[src/rtl/bus_sram_responder.sv]
// Responder end of the burst bus: serialises write and read bursts (up to 15 words) onto a single-port synchronous SRAM.
// Optional BUS_RESP_READ_STREAM_EN: pipelined read path with a 2-entry output FIFO instead of 3 cycles per read beat.

package bundle;

  typedef struct packed {
    logic        awvalid;
    logic [31:0] waddr;
    logic [3:0]  wlen;
    logic        wvalid;
    logic [31:0] wdata;
    logic [3:0]  wstrb;
    logic        wlast;
    logic        bready;
    logic        arvalid;
    logic [31:0] araddr;
    logic [3:0]  rlen;
    logic        rready;
  } bus_query_req_t;

  typedef struct packed {
    logic        awready;
    logic        wready;
    logic        bvalid;
    logic        rready;
    logic        rvalid;
    logic [31:0] rdata;
    logic        rlast;
  } bus_query_resp_t;

endpackage

module bus_sram_responder
  import bundle::*;
#(
  parameter int SRAM_AW = 20
) (
  input  logic               clk,
  input  logic               rst_n,
  input  bus_query_req_t     req,
  output bus_query_resp_t    resp,
  output logic               sram_ce,
  output logic               sram_we,
  output logic [SRAM_AW-1:0] sram_addr,
  output logic [3:0]         sram_be,
  output logic [31:0]        sram_wdata,
  input  logic [31:0]        sram_rdata
);

  localparam logic [SRAM_AW-1:0] ADDR_ONE = {{(SRAM_AW-1){1'b0}}, 1'b1};

`ifdef BUS_RESP_READ_STREAM_EN
  typedef enum logic [1:0] {
    S_IDLE,
    S_WDATA,
    S_WRESP,
    S_RSTREAM
  } state_t;
`else
  typedef enum logic [2:0] {
    S_IDLE,
    S_WDATA,
    S_WRESP,
    S_RADDR,
    S_RWAIT,
    S_RDATA
  } state_t;
`endif

  state_t             state_r;
  logic [SRAM_AW-1:0] addr_r;
  logic [3:0]         len_r;
  logic [3:0]         beat_r;
  logic               aw_take_s;
  logic               ar_take_s;
  logic               wr_end_s;
  logic               unused_s;

`ifdef BUS_RESP_READ_STREAM_EN
  logic [31:0]        fifo_data_r [2];
  logic [1:0]         fifo_last_r;
  logic               fifo_wp_r;
  logic               fifo_rp_r;
  logic [1:0]         fifo_cnt_r;
  logic               inflight_r;
  logic               inflight_last_r;
  logic               pop_s;
  logic               issue_s;
  logic [2:0]         occ_s;
`else
  logic [31:0]        rdata_r;
  logic               rlast_r;
`endif

  // A zero-length request is not a request; a write wins over a simultaneous read.
  assign aw_take_s = req.awvalid && (req.wlen != 4'd0);
  assign ar_take_s = req.arvalid && (req.rlen != 4'd0) && !aw_take_s;
  assign wr_end_s  = req.wlast || (beat_r == len_r);
  assign unused_s  = ^{req.waddr[31:SRAM_AW+2], req.waddr[1:0],
                       req.araddr[31:SRAM_AW+2], req.araddr[1:0]};

`ifdef BUS_RESP_READ_STREAM_EN
  // Occupancy counts reads already in flight so back-pressure can never overflow the FIFO.
  assign pop_s   = (fifo_cnt_r != 2'd0) && req.rready;
  assign occ_s   = {1'b0, fifo_cnt_r} + {2'b00, inflight_r} - {2'b00, pop_s};
  assign issue_s = (state_r == S_RSTREAM) && (len_r != 4'd0) && (occ_s < 3'd2);
`endif

  // Transaction FSM: burst address/length tracking and read-data capture.
  always_ff @(posedge clk) begin
    if (!rst_n) begin
      state_r         <= S_IDLE;
      addr_r          <= '0;
      len_r           <= 4'd0;
      beat_r          <= 4'd0;
`ifdef BUS_RESP_READ_STREAM_EN
      fifo_data_r[0]  <= 32'd0;
      fifo_data_r[1]  <= 32'd0;
      fifo_last_r     <= 2'b00;
      fifo_wp_r       <= 1'b0;
      fifo_rp_r       <= 1'b0;
      fifo_cnt_r      <= 2'd0;
      inflight_r      <= 1'b0;
      inflight_last_r <= 1'b0;
`else
      rdata_r         <= 32'd0;
      rlast_r         <= 1'b0;
`endif
    end else begin
      case (state_r)
        S_IDLE: begin
          if (aw_take_s) begin
            addr_r  <= req.waddr[SRAM_AW+1:2];
            len_r   <= req.wlen;
            beat_r  <= 4'd1;
            state_r <= S_WDATA;
          end else if (ar_take_s) begin
            addr_r  <= req.araddr[SRAM_AW+1:2];
            len_r   <= req.rlen;
`ifdef BUS_RESP_READ_STREAM_EN
            state_r <= S_RSTREAM;
`else
            state_r <= S_RADDR;
`endif
          end
        end
        S_WDATA: begin
          if (req.wvalid) begin
            addr_r <= addr_r + ADDR_ONE;
            beat_r <= beat_r + 4'd1;
            if (wr_end_s) begin
              state_r <= S_WRESP;
            end
          end
        end
        S_WRESP: begin
          if (req.bready) begin
            state_r <= S_IDLE;
          end
        end
`ifdef BUS_RESP_READ_STREAM_EN
        S_RSTREAM: begin
          if (issue_s) begin
            addr_r <= addr_r + ADDR_ONE;
            len_r  <= len_r - 4'd1;
          end
          inflight_r      <= issue_s;
          inflight_last_r <= (len_r == 4'd1);
          if (inflight_r) begin
            fifo_data_r[fifo_wp_r] <= sram_rdata;
            fifo_last_r[fifo_wp_r] <= inflight_last_r;
            fifo_wp_r              <= !fifo_wp_r;
          end
          if (pop_s) begin
            fifo_rp_r <= !fifo_rp_r;
          end
          fifo_cnt_r <= fifo_cnt_r + {1'b0, inflight_r} - {1'b0, pop_s};
          // The tagged last beat is always the final one, so nothing is pending behind it.
          if (pop_s && fifo_last_r[fifo_rp_r]) begin
            state_r <= S_IDLE;
          end
        end
`else
        S_RADDR: begin
          addr_r  <= addr_r + ADDR_ONE;
          state_r <= S_RWAIT;
        end
        S_RWAIT: begin
          rdata_r <= sram_rdata;
          rlast_r <= (len_r == 4'd1);
          state_r <= S_RDATA;
        end
        S_RDATA: begin
          if (req.rready) begin
            len_r   <= len_r - 4'd1;
            rlast_r <= 1'b0;
            state_r <= (len_r == 4'd1) ? S_IDLE : S_RADDR;
          end
        end
`endif
        default: begin
          state_r <= S_IDLE;
        end
      endcase
    end
  end

  // Bus-side handshakes and read data.
  always_comb begin
    resp         = '0;
    resp.awready = (state_r == S_IDLE);
    resp.rready  = (state_r == S_IDLE) && !aw_take_s;
    resp.wready  = (state_r == S_WDATA) && req.wvalid;
    resp.bvalid  = (state_r == S_WRESP);
`ifdef BUS_RESP_READ_STREAM_EN
    resp.rvalid  = (fifo_cnt_r != 2'd0);
    resp.rdata   = fifo_data_r[fifo_rp_r];
    resp.rlast   = (fifo_cnt_r != 2'd0) && fifo_last_r[fifo_rp_r];
`else
    resp.rvalid  = (state_r == S_RDATA);
    resp.rdata   = rdata_r;
    resp.rlast   = rlast_r;
`endif
  end

  // SRAM port: write beats pass straight through, reads are issued from the FSM.
  always_comb begin
    sram_ce    = 1'b0;
    sram_we    = 1'b0;
    sram_addr  = addr_r;
    sram_be    = 4'h0;
    sram_wdata = 32'h0;
    if ((state_r == S_WDATA) && req.wvalid) begin
      sram_ce    = 1'b1;
      sram_we    = 1'b1;
      sram_be    = req.wstrb;
      sram_wdata = req.wdata;
`ifdef BUS_RESP_READ_STREAM_EN
    end else if (issue_s) begin
`else
    end else if (state_r == S_RADDR) begin
`endif
      sram_ce = 1'b1;
    end else begin
      sram_ce = 1'b0;
    end
  end

endmodule

[config.mk]
export PLATFORM = sky130hd
export DESIGN_NAME = bus_sram_responder
export DESIGN_NICKNAME = d
export VERILOG_FILES = /design/src/rtl/bus_sram_responder.sv
export SDC_FILE = /design/constraint.sdc
export NUM_CORES = 1
export LEC_CHECK = 0
export BUFFER_PORTS_ARGS = -buffer_cell sky130_fd_sc_hd__buf_2
export CAP_MARGIN = 10
export CORE_ASPECT_RATIO = 1.2
export CORE_MARGIN = 4
export CORE_UTILIZATION = 40
export DETAILED_ROUTE_END_ITERATION = 8
export GPL_TIMING_DRIVEN = 0
export HOLD_SLACK_MARGIN = 0.02
export PLACE_DENSITY = 0.77
export SYNTH_ARGS = -nofsm -noshare
export SYNTH_HDL_FRONTEND = slang
export SYNTH_SLANG_ARGS = --single-unit
[constraint.sdc]
create_clock -name clk -period 3.2 [get_ports clk]
set_input_delay 0.96 -clock clk [delete_from_list [all_inputs] [get_ports clk]]
set_output_delay 0.96 -clock clk [all_outputs]
set_load 0.03 [all_outputs]
; ---- Word level (Yosys, flattened, before mapping)
; Cells that the tools add are included.
[totals]
output_inout_bits = 96
inputBits = 148
elab_cells = 67
regBits = 64
[classes]
n_reduce_logical = 19
mux = 26
n_addsub = 3
eq_ne = 13
[op_table]
columns = cell, count
row1 = $mux 20, 3
row2 = $pmux 20 s3, 1
row3 = $mux 32, 1
row4 = $mux 4, 6
row5 = $add 20x1->20 const B, 1
row6 = $mux 3, 6
row7 = $pmux 3 s6, 1
row8 = $pmux 4 s2, 2
row9 = $reduce_and 3->1, 3
row10 = $ne 2x2->1 const B, 4
row11 = $reduce_bool 4->1, 2
row12 = $eq 3x2->1 const B, 2
row13 = $eq 3x3->1 const B, 2
row14 = $reduce_bool 2->1, 3
row15 = $logic_and 1x1->1, 5
row16 = $reduce_and 5->1, 1
row17 = $add 4x1->4 const B, 1
row18 = $eq 4x1->1 const B, 1
row19 = $eq 4x4->1, 1
row20 = $mux 1, 4
row21 = $sub 4x1->4 const B, 1
row22 = $eq 3x1->1 const B, 1
row23 = $logic_not 3->1, 1
row24 = $ne 3x1->1 const B, 1
row25 = other kinds (7), 7

; ---- Longest topological paths before layout
[logic_depth]
ltp_word = 7
depth_mapped = 8

; ---- Least setup slack after synthesis
; Ideal clock, no wire load.
[synth_timing]
kind = in2out
from = in req[77] (netlist bit)
to = out resp[34] (netlist bit)
stages = 3
t_required_ns = 2.240
arrival_ns = 2.096
setup_slack_ns = 0.144
path_cell_list = o41a_1 -> clkbuf_1 -> nor2_1
[synth_rtl]
columns = item, line_no
row1 = "start, declared", 40  ; input bus_query_req_t req,
row2 = "end, declared", 41  ; output bus_query_resp_t resp,

==> flow_summary.toml <==
[outcome]
status = "finished clean"

[routing]
drtIter0Drc = 232
drc = 0
wl_per_cell_microns = 15.9
vias_per_cell = 5.42
routed_wl_microns = 13400
first_pass_iters = 5
detail-route-antenna-nets = 0
vias = 4593

[layout]
mostFrequentLayoutCell = "buf_2"
final_nets = 875
final_cell_mix = "224 x buf_2, 108 x nand2_1, 64 x dfxtp_1"
syn_to_final_growth_pct = 38.2
drive_gt1_share_pct = 35.0
postLayoutCoreUtil_pct = 56.9
fin_cells = 848
fillers = 889
final_area_sq_um = 5200
diodes = 0

[timing]
holdWs_ns = 0.463
fin_skew_ns = 0.00662
tightest_slew_ns = 0.861
slew_headroom_pct = 41.9
drv_slew = 0
clock.fmax_mhz = 325
setup_violations = 0
rsz0062_at_grt = "no"
min_period_ns = 3.08
hold_viol = 0
period_share_pct = 96.1

[cts]
insertion_delay_ns = 0.33
cts_buffers = 9
path_clk_slew_ns = 0.08
clk_path_buf_depth = 2
clock_sinks = 64
cts_htree_levels = 3
cts-root-buf = "clkbuf_8"
cts_tree = "done"

[placement]
hpwlAfterDp_microns = 10600
place_congestion = 0.928
portBuffers = 219
dp.cells = 834
placed_cell_area_sq_um = 5010

[global_route]
track_usage_pct = 23.2
antenna_found_initial = 0
grt_max_degree = 16
overflow = 0
grt_pass1_vias = 4385
grt_pass1_wl_microns = 20600

[setup_path]
startpoint_type = "primary input"
slowest_delay_ns = 0.60
slowest_stage = "o41a_4"
cp_data_arrival_time_ns = 2.12
crit_fanout = 15
end_kind = "primary output"
cp.required_ns = 2.24
path_cells = "buf_2 -> o41a_4 -> nor2_1 -> buf_2"
worst-setup-path-type = "in -> out"
cpMostUsedCell = "buf_2"

[synth]
ys.flop_type = "dfxtp_1"
yosysSeqAreaShare_pct = 34.1
synth_edf_count = 0
async_flop_share_pct = 0
synth_top_area_share_pct = 34.1
synth_nets = 647
postSynthCellCount = 495
yosys.area.top_type = "dfxtp_1"
syn_area_per_cell_sq_um = 7.60
synth_seq_cells = 64
yosys_warnings = 0
ys_top_cells_by_area = "dfxtp_1 34%, nand2_1 11%, a21boi_0 7.4%"
synthDistinctLibCells = 56
netlist_area_sq_um = 3760

[power_and_ir_drop]
powerDensity_nw_per_um2 = 671
total_leakage_power_nw = 2.55
peakVddDrop_mv = 0.474

[floorplanning]
die_x_microns = 96.5
rows = 38
initial_core_util_pct = 41.2
core_sq_um = 9130
fp.dieH_microns = 114
pin_count = 244
die_area_sq_um = 11000

[run]
maxCapViolations = 0

[min_path]
hold_path_class = "reg -> reg"
final timing paths:
check / startpoint / to / slack (ns) / cells past startpoint
min: rdata_r[5] / rdata_r[5] / 0.46 / 2
max: req[77] / resp[34] / 0.12 / 4
min reg2reg: rdata_r[5] / rdata_r[5] / 0.46 / 2
max reg2reg: state_r[0] / rdata_r[25] / 1.13 / 5
cells by family after synthesis:
group                      synth area share [%]
buffers and inverters                      5.29
and+or+nand+nor                            28.0
xor gates and xnor gates                   1.40
adders and majority gates                  1.33
DFF                                        34.1
AOI/OAI and AO/OA                          27.0
muxes                                      2.96
worst max-delay path, delay by kind of cell:
family,cells,cell delay (ns)
AOI/OAI and AO/OA,1,0.60
buffers and inverters,2,0.37
and+or+nand+nor,1,0.18
flip-flops by register name (all words and copies together) (netlist names):
register / cells
beat_r: 4
rlast_r: 1
state_r: 3
len_r: 4
sram_addr: 20
rdata_r: 32
stage by stage:
step	worst slack [ns]	power, mW	setup TNS [ns]
after detailed placement	-0.191	2.85	-0.191
after global placement	-0.180	2.82	-0.180
final	0.125	3.49	0
after global routing	0.0345	3.69	0
after floorplan	0.144	2.29	0
after CTS	0.00666	3.47	0
where the power goes:
part	switching [mW]	internal [mW]	total (mW)
combinational	1.15	0.580	1.73
clock	0.329	0.285	0.614
sequential	0.192	0.946	1.14
layer usage:
layer	part of all wire [%]	routed length, microns	vias to the layer above	global-route usage (%)
li1	-	-	2225	-
met1	42	5590	2107	30.1
met2	48	6450	227	38.2
met3	8.1	1090	34	4.40
met4	2.3	309	0	8.14
met5	0	0	-	0
cell usage after synthesis (3+ instances only):
| cell | instances |
|---|---|
| a21boi_0 | 37 |
| a21oi_1 | 25 |
| a31oi_1 | 8 |
| a32o_1 | 5 |
| a41oi_1 | 4 |
| and2_1 | 4 |
| and3_1 | 42 |
| buf_2 | 3 |
| buf_4 | 3 |
| clkbuf_1 | 31 |
| dfxtp_1 | 64 |
| ha_1 | 4 |
| inv_1 | 7 |
| mux2i_1 | 10 |
| nand2_1 | 108 |
| nand3_1 | 13 |
| nand3b_1 | 3 |
| nand4_1 | 4 |
| nor2_1 | 22 |
| nor3_1 | 9 |
| o211ai_1 | 6 |
| o21a_1 | 4 |
| o21ai_0 | 28 |
| or3_1 | 3 |
| xnor2_1 | 6 |
layout make-up:
class / count / area [sq um] / share of cell area (%)
Inverter: 7 / 26.3 / 0.506
Clock inverter: 6 / 45.0 / 0.867
Buffer: 38 / 170 / 3.27
Timing Repair Buffer: 219 / 1100 / 21.1
Clock buffer: 10 / 128 / 2.46
Multi-Input combinational cell: 384 / 2300 / 44.3
Tap cell: 120 / 150 / 2.89
Sequential cell: 64 / 1280 / 24.7
timing repair:
action	4_1_cts	5_1_grt
setup endpoints to repair	11	30
hold endpoints to repair	0	0
gates resized for setup	4	9
hold buffers	0	0
setup buffers	0	0
Power figures use the tool's default switching activity.
